File: config.mk
export PLATFORM = sky130hd
export DESIGN_NAME = cpu_step_ctrl
export DESIGN_NICKNAME = d
export VERILOG_FILES = /design/src/rtl/cpu_step_ctrl_pkg.sv /design/src/rtl/cpu_step_ctrl_btn_debounce.sv /design/src/rtl/cpu_step_ctrl.sv
export SDC_FILE = /design/constraint.sdc
export NUM_CORES = 1
export LEC_CHECK = 0
export CAP_MARGIN = 20
export CORE_UTILIZATION = 55
export CTS_BUF_LIST = sky130_fd_sc_hd__clkbuf_8
export DETAILED_ROUTE_END_ITERATION = 7
export PLACE_DENSITY = 0.75
export SLEW_MARGIN = 10
export SYNTH_ARGS = -nofsm -noshare
export SYNTH_HDL_FRONTEND = slang
export SYNTH_SLANG_ARGS = --single-unit
File: constraint.sdc
create_clock -name CLK100MHZ -period 6.58 [get_ports CLK100MHZ]
set_input_delay 1.316 -clock CLK100MHZ [delete_from_list [all_inputs] [get_ports CLK100MHZ]]
set_output_delay 1.316 -clock CLK100MHZ [all_outputs]
set_load 0.02 [all_outputs]
File: src/rtl/cpu_step_ctrl_pkg.sv
`default_nettype none
// +----------------------------------------------------------------------------+
// | Module      : cpu_step_ctrl_pkg                                            |
// | Description : Run-control state encoding shared by the step controller.   |
// | Revision    : 1.0                                                          |
// +----------------------------------------------------------------------------+
package cpu_step_ctrl_pkg;

    localparam int c_STATE_W = 2;

    localparam logic [c_STATE_W-1:0] c_HALTED  = 2'd0;
    localparam logic [c_STATE_W-1:0] c_RUNNING = 2'd1;
    localparam logic [c_STATE_W-1:0] c_STEP    = 2'd2;
    localparam logic [c_STATE_W-1:0] c_AUTO    = 2'd3;

endpackage
`default_nettype wire

File: src/rtl/cpu_step_ctrl_btn_debounce.sv
`default_nettype none
// +----------------------------------------------------------------------------+
// | Module      : btn_debounce                                                 |
// | Description : 2-flop synchroniser, stability counter and rising-edge pulse.|
// | Revision    : 1.0                                                          |
// +----------------------------------------------------------------------------+
module btn_debounce #(
    parameter int DEBOUNCE_CYCLES = 1_000_000,
    parameter int CNT_W           = 32
) (
    input  logic CLK100MHZ,
    input  logic reset,
    input  logic raw,
    output logic level,
    output logic press
);

    localparam logic [CNT_W-1:0] c_CNT_LAST = CNT_W'(DEBOUNCE_CYCLES - 1);

    logic [1:0]       r_sync;
    logic [CNT_W-1:0] r_cnt;
    logic             r_stable;
    logic             r_stable_d;
    logic             r_press;

    always_ff @(posedge CLK100MHZ or posedge reset) begin
        if (reset) begin
            r_sync     <= 2'b00;
            r_cnt      <= '0;
            r_stable   <= 1'b0;
            r_stable_d <= 1'b0;
            r_press    <= 1'b0;
        end else begin
            r_sync <= {r_sync[0], raw};
            // Any sample agreeing with the accepted level restarts the qualification window
            if (r_sync[1] == r_stable) begin
                r_cnt <= '0;
            end else if (r_cnt == c_CNT_LAST) begin
                r_stable <= r_sync[1];
                r_cnt    <= '0;
            end else begin
                r_cnt <= r_cnt + CNT_W'(1);
            end
            r_stable_d <= r_stable;
            r_press    <= r_stable & ~r_stable_d;
        end
    end

    assign level = r_stable;
    assign press = r_press;

endmodule
`default_nettype wire

File: src/rtl/cpu_step_ctrl.sv
`default_nettype none
// +----------------------------------------------------------------------------+
// | Module      : cpu_step_ctrl                                                |
// | Description : Debounced run/halt/step/auto-step control of the core HALT.  |
// | Revision    : 1.0                                                          |
// +----------------------------------------------------------------------------+
module cpu_step_ctrl #(
    parameter int DEBOUNCE_CYCLES = 1_000_000,
    parameter int TICK_PERIOD     = 50_000_000,
    parameter int CNT_W           = 32
) (
    input  logic        CLK100MHZ,
    input  logic        reset,
    input  logic        btn_run,
    input  logic        btn_step,
    input  logic        btn_halt,
    input  logic        sw_auto,
    output logic        cpu_halt,
    output logic [1:0]  ctrl_state,
    output logic [15:0] release_count
);

    import cpu_step_ctrl_pkg::*;

    localparam logic [CNT_W-1:0] c_TICK_LAST = CNT_W'(TICK_PERIOD - 1);

    logic                 w_run_press;
    logic                 w_step_press;
    logic                 w_halt_press;
    logic                 w_auto_level;
    logic [3:0]           w_unused_debounce;

    logic [c_STATE_W-1:0] r_state;
    logic [c_STATE_W-1:0] w_state_nxt;
    logic                 r_halt;
    logic                 w_halt_nxt;
    logic [CNT_W-1:0]     r_tick;
    logic [CNT_W-1:0]     w_tick_nxt;
    logic [15:0]          r_release_count;

    btn_debounce #(.DEBOUNCE_CYCLES(DEBOUNCE_CYCLES), .CNT_W(CNT_W)) u_db_run (
        .CLK100MHZ (CLK100MHZ), .reset (reset), .raw (btn_run),
        .level (w_unused_debounce[0]), .press (w_run_press)
    );

    btn_debounce #(.DEBOUNCE_CYCLES(DEBOUNCE_CYCLES), .CNT_W(CNT_W)) u_db_step (
        .CLK100MHZ (CLK100MHZ), .reset (reset), .raw (btn_step),
        .level (w_unused_debounce[1]), .press (w_step_press)
    );

    btn_debounce #(.DEBOUNCE_CYCLES(DEBOUNCE_CYCLES), .CNT_W(CNT_W)) u_db_halt (
        .CLK100MHZ (CLK100MHZ), .reset (reset), .raw (btn_halt),
        .level (w_unused_debounce[2]), .press (w_halt_press)
    );

    btn_debounce #(.DEBOUNCE_CYCLES(DEBOUNCE_CYCLES), .CNT_W(CNT_W)) u_db_auto (
        .CLK100MHZ (CLK100MHZ), .reset (reset), .raw (sw_auto),
        .level (w_auto_level), .press (w_unused_debounce[3])
    );

    // Halt is held by default; each branch only opens it for the cycle that releases the core
    always_comb begin
        w_state_nxt = r_state;
        w_halt_nxt  = 1'b1;
        w_tick_nxt  = '0;
        case (r_state)
            c_HALTED: begin
                if (w_halt_press) begin
                    w_state_nxt = c_HALTED;
                end else if (w_step_press) begin
                    w_state_nxt = c_STEP;
                    w_halt_nxt  = 1'b0;
                end else if (w_run_press) begin
                    w_state_nxt = c_RUNNING;
                    w_halt_nxt  = 1'b0;
                end else if (w_auto_level) begin
                    w_state_nxt = c_AUTO;
                end
            end
            c_RUNNING: begin
                if (w_halt_press) begin
                    w_state_nxt = c_HALTED;
                end else begin
                    w_halt_nxt = 1'b0;
                end
            end
            c_STEP: begin
                w_state_nxt = c_HALTED;
            end
            c_AUTO: begin
                if (w_halt_press || !w_auto_level) begin
                    w_state_nxt = c_HALTED;
                end else if (r_tick == c_TICK_LAST) begin
                    w_halt_nxt = 1'b0;
                end else begin
                    w_tick_nxt = r_tick + CNT_W'(1);
                end
            end
        endcase
    end

    always_ff @(posedge CLK100MHZ or posedge reset) begin
        if (reset) begin
            r_state         <= c_HALTED;
            r_halt          <= 1'b1;
            r_tick          <= '0;
            r_release_count <= 16'd0;
        end else begin
            r_state <= w_state_nxt;
            r_halt  <= w_halt_nxt;
            r_tick  <= w_tick_nxt;
            if (!r_halt) begin
                r_release_count <= r_release_count + 16'd1;
            end
        end
    end

    assign cpu_halt      = r_halt;
    assign ctrl_state    = r_state;
    assign release_count = r_release_count;

endmodule
`default_nettype wire
# After elaboration in Yosys (flattened, before gate mapping)
# Index checks and enable logic that the tools add are counted.
[op_classes] add_sub_neg=6 reduce_logical=8 bitwise_logic=10 eq_ne=15 mux=25
[op_table] cell="$mux 32" n=11
[op_table] cell="$add 32x1->32 const B" n=5
[op_table] cell="$eq 32x20->1 const B" n=4
[op_table] cell="$eq 32x26->1 const B" n=1
[op_table] cell="$add 16x1->16 const B" n=1
[op_table] cell="$mux 2" n=6
[op_table] cell="$pmux 2 s4" n=1
[op_table] cell="$reduce_and 2->1" n=4
[op_table] cell="$not 1->1" n=7
[op_table] cell="$mux 1" n=6
[op_table] cell="$ne 5x1->1 const B" n=1
[op_table] cell="$eq 1x1->1" n=4
[op_table] cell="$eq 2x2->1 const B" n=2
[op_table] cell="$and 1x1->1" n=3
[op_table] cell="$pmux 1 s3" n=1
[op_table] cell="$reduce_and 3->1" n=1
[op_table] cell="$eq 2x1->1 const B" n=1
[op_table] cell="$logic_not 2->1" n=1
[op_table] cell="$ne 2x1->1 const B" n=1
[op_table] cell="$ne 2x2->1 const B" n=1
[op_table] cell="$logic_not 1->1" n=1
[op_table] cell="$logic_or 1x1->1" n=1
[totals] out_inout_bits=19 word_cells=86 register_bits=197 inputBits=6

# Logic depth before layout (Yosys ltp)
[logic_depth] word_depth=5 depth_mapped=7

# Modules after synthesis
# From an unflattened synthesis, not the netlist that was laid out.
[unflattened] hier_cells=1001 hier_area_um2=10040.9
[by_module_without_submodules] module="btn_debounce" cells_per_inst=185 area_each_um2=1838.0 seq_area_each_um2=925.9 n_inst=4
[by_module_without_submodules] module="cpu_step_ctrl" cells_per_inst=261 area_each_um2=2688.8 seq_area_each_um2=1277.5 n_inst=1

# Least setup slack after synthesis
# OpenSTA, ideal clock, no wires.
[synth_timing] kind="register to register" start="reg r_tick[0]" end="reg r_tick[26]" stages_incl_launch_ff=6 path_buffers=0 arrival_ns=1.992 required_ns=6.493 period_less_slack_ns=2.079 setup_slack_ns=4.501 cell_sequence="dfrtp_1 ha_1 nand4_2 or4_4 or4_1 a211oi_2"
[synth_via] elab_chain_len=4 elab_cells_between_ends=5 cone_classes="add/sub: 1; eq/ne: 1; mux: 3"
[synth_rtl] element="start, declared" line_no="cpu_step_ctrl.sv:37" rtl="logic [CNT_W-1:0] r_tick;"
[synth_rtl] element="start signal, assigned" line_no="cpu_step_ctrl.sv:111" rtl="r_tick <= w_tick_nxt;"
[synth_rtl] element="$add 32x1->32 / $eq 32x26->1 (equally long branches)" line_no="cpu_step_ctrl.sv:96, cpu_step_ctrl.sv:93"
[synth_rtl] element="$mux 32 (*)" line_no="cpu_step_ctrl.sv:93" rtl="end else if (r_tick == c_TICK_LAST) begin"
[synth_rtl] element="$mux 32 (*)" line_no="cpu_step_ctrl.sv:91" rtl="if (w_halt_press || !w_auto_level) begin"
[synth_rtl] element="$mux 32 (*)" line_no="cpu_step_ctrl.sv:66" rtl="case (r_state)"
[synth_rtl] element="via w_tick_nxt[26]" line_no="cpu_step_ctrl.sv:38" rtl="logic [CNT_W-1:0] w_tick_nxt;"
# Mark *: on every way through the listed nets, which the timed path passes. The rest lies on a longest branch.
# A chain may end at the register's enable or synchronous reset.

# Worst setup path after layout
[layout_timing] start="reg r_halt (netlist: cpu_halt)" end="out cpu_halt"
[layout_rtl] element="start, declared" line_no="cpu_step_ctrl.sv:35" rtl="logic r_halt;"
[layout_rtl] element="start signal, assigned" line_no="cpu_step_ctrl.sv:110" rtl="r_halt <= w_halt_nxt;"
[layout_rtl] element="end, declared" line_no="cpu_step_ctrl.sv:18" rtl="output logic cpu_halt,"
# No word-level cell between the ends.

==> impl_metrics.env <==
export IMPL_ys_ff_latch=197
export IMPL_fin_crit_ns=2.99
export IMPL_place_congestion=0.783
export IMPL_routed_wl_um=19900
export IMPL_clock_skew_ns=0.0186
export IMPL_irDropWorstVdd_mv=0.141
export IMPL_leakage_uw=0.00411
export IMPL_finalInstanceArea_um2=10800
export IMPL_first_pass_iters=5
export IMPL_worst_setup_path_start_kind="flop"
export IMPL_coreArea_um2=17500
export IMPL_overflow=0
export IMPL_p_clk_share_pct=37.5
export IMPL_p_sw_uw=501
export IMPL_hold_depth=0
export IMPL_regArea_um2=4930
export IMPL_reg2regPathDepth=5
export IMPL_hold_start="u_db_step.r_sync[0]"
export IMPL_syn_inst=1018
export IMPL_synth_cell_types=47
export IMPL_nets=1037
export IMPL_grt_max_degree=154
export IMPL_grt_pass1_wl_um=34100
export IMPL_yosysTopAreaCell="dfrtp_1"
export IMPL_end_kind="output port"
export IMPL_rsz0062_at_grt="no"
export IMPL_antenna_found_initial=0
export IMPL_start_util_pct=56.8
export IMPL_multi_input_area_um2=4790
export IMPL_grt_pass1_vias=7277
export IMPL_fill_cells=1452
export IMPL_place_area_um2=10400
export IMPL_fp_dieH_um=136
export IMPL_synth_area_um2=9920
export IMPL_drt_iter0_markers=577
export IMPL_worstSetupPathType="flop to output port"
export IMPL_p_seq_share_pct=59.6
export IMPL_dr_total_vias=7853
export IMPL_fin_crit_sh_pct=45.4
export IMPL_ys_seq_area_share_pct=49.7
export IMPL_min_to="u_db_step.r_sync[1]"
export IMPL_die_area_um2=18600
export IMPL_final_hold_violation_count=0
export IMPL_synth_area_top_cells="dfrtp_1, or4_1, o31ai_1, a21oi_1, xor2_1"
export IMPL_cts_setup_buffers=0
export IMPL_hold_path_class="flop to flop"
export IMPL_io_buffer_count=24
export IMPL_drive_gt1_share_pct=6.17
export IMPL_p_sw_share_pct=24.4
export IMPL_postCtsHoldBufs=0
export IMPL_num_rows=48
export IMPL_setup_viol=0
export IMPL_cts_max_path_buffers=2
export IMPL_cts_sinks=197
export IMPL_slew_violations=0
export IMPL_drv_cap=0
export IMPL_cpMaxStageDelayCell="clkdlybuf4s50_1"
export IMPL_rr_endpoint="u_db_halt.r_cnt[21]"
export IMPL_reg2reg_from="u_db_halt.r_cnt[28]"
export IMPL_wl_per_cell_um=15.7
export IMPL_powerDensity_nw_per_um2=190
export IMPL_synth_top_cell_area_share_pct=49.4
export IMPL_die_x_um=136
export IMPL_async_flop_share_pct=100
export IMPL_max_stage_delay_ns=0.61
export IMPL_final_setup_tns_ns=0
export IMPL_rrSetupSlack_ns=4.11
export IMPL_worst_slew_pin_slew_ns=0.871
export IMPL_path_clk_slew_ns=0.10
export IMPL_ys_warn_count=0
export IMPL_dpl_hpwl_um=12900
export IMPL_ys_top_cells_by_count="dfrtp_1, nor2_1, a21oi_1"
export IMPL_ys_flop_type="dfrtp_1"
export IMPL_hold_ws_ns=0.356
export IMPL_internal_power_uw=1550
export IMPL_ctsResizeCount=0
export IMPL_path_max_fanout=6
export IMPL_drc=0
export IMPL_num_io_pins=25
export IMPL_status="complete, no violations"
export IMPL_cp_data_required_time_ns=5.26
export IMPL_vias_per_cell=6.22
export IMPL_cts_htree_levels=4
export IMPL_worstPathArrival_ns=1.67
export IMPL_worstPathCellList="clkdlybuf4s50_1"
export IMPL_syn_nets=1030
export IMPL_crit_buf_inv=1
export IMPL_syn2layout_area_growth_pct=8.86
export IMPL_grt_use_total_pct=22.8
export IMPL_critical_path_top_delay_family="buffers and inverters"
export IMPL_cts_inserted_buffers=17
export IMPL_relSlewSlack_pct=41.8
export IMPL_synth_edf_count=0
export IMPL_cts_tree="done"
export IMPL_clock_latency_ns=0.48
export IMPL_cts_root_buf="clkbuf_8"
export IMPL_dp_slack_ns=3.30
export IMPL_yosysMostFrequentCell="dfrtp_1"
export IMPL_fmax_ghz=0.335
export IMPL_setup_slack_ns=3.59
export IMPL_diodes=0
export IMPL_synth_area_per_cell_um2=9.75
export IMPL_power_frac_comb_pct=2.8
export IMPL_ant_nets=0
## state kept, by name, indices dropped and copies added (netlist names), 2 cells and up
name / count
u_db_run.r_cnt: 32
u_db_step.r_sync: 2
release_count: 16
r_tick: 32
ctrl_state: 2
u_db_step.r_cnt: 32
u_db_run.r_sync: 2
u_db_auto.r_sync: 2
u_db_auto.r_cnt: 32
u_db_halt.r_sync: 2
u_db_halt.r_cnt: 32
## power by group through the flow
| stage | clock (µW) | sequential [µW] | combinational [µW] |
|---|---|---|---|
| 6_report | 771 | 1230 | 57.6 |
| 3_3_place_gp | 0 | 1250 | 58.3 |
| 2_1_floorplan | 0 | 1250 | 39.2 |
| 3_5_place_dp | 0 | 1250 | 58.8 |
| 5_1_grt | 836 | 1230 | 67.1 |
| 4_1_cts | 792 | 1230 | 58.9 |
## worst max-delay path by stage
stage | start | endpoint | slack (ns) | cells past startpoint
6_report | cpu_halt | cpu_halt | 3.59 | 1
3_5_place_dp | reset | release_count[13] | 3.30 | 3
3_3_place_gp | reset | release_count[14] | 3.32 | 3
5_1_grt | cpu_halt | cpu_halt | 3.54 | 1
2_1_floorplan | reset | ctrl_state[0] | 2.72 | 1
4_1_cts | cpu_halt | cpu_halt | 3.56 | 1
## metal layers
layer | GRT usage, % | vias to the layer above | wire (µm)
met5 | 0 | - | 0
li1 | - | 3850 | -
met2 | 36.7 | 97 | 9490
met4 | 7.16 | 0 | 293
met3 | 4.06 | 20 | 495
met1 | 31.2 | 3886 | 9600
## metrics by stage
step	total power, µW	instances	util [%]
after floorplan	1290	1018	-
after global placement	1310	1230	59.5
after detailed placement	1310	1230	59.5
after CTS	2080	1262	61.7
after global routing	2130	1263	61.8
final	2050	1263	61.8
## cell families (layout without fill, tap and decap cells)
logic type | count (synthesis) | after routing | share of synthesized area, %
and+or+nand+nor | 481 | 481 | 27.9
DFF | 197 | 197 | 49.7
adders and majority gates | 6 | 6 | 0.757
buffers and inverters | 65 | 85 | 2.58
AOI/OAI and AO/OA | 182 | 182 | 11.3
xor gates and xnor gates | 81 | 81 | 7.15
muxes | 6 | 6 | 0.681
## cells in the final DEF, fill, tap and decap left out, types with 3 or more instances in the layout
master           instances
and4_1                  24
and3_1                  13
ha_1                     6
nor4b_1                  7
o31ai_4                  3
mux2_2                   6
nor2_1                  78
xnor2_1                 40
a211oi_1                13
buf_4                    6
nor3_1                  35
nand2_1                 57
and2_1                  11
o31ai_1                 46
clkbuf_8                18
inv_1                   20
a21oi_1                 73
nor2b_1                  3
nand3_1                 64
nor4_1                  22
xor2_1                  41
o21ai_0                 37
or3_1                   38
clkinv_4                 4
or4_1                   57
dfrtp_1                196
nand4_2                  3
inv_6                    6
clkdlybuf4s50_1         24
nand4_1                 53
## final cells by class
| type | instances | area share, % |
|---|---|---|
| Inverter | 21 | 0.764 |
| Clock buffer | 18 | 2.29 |
| Timing Repair Buffer | 32 | 3.01 |
| Multi-Input combinational cell | 756 | 44.4 |
| Clock inverter | 14 | 1.31 |
| Tap cell | 225 | 2.61 |
| Sequential cell | 197 | 45.6 |
No activity file was read; power rests on OpenSTA's default activity.
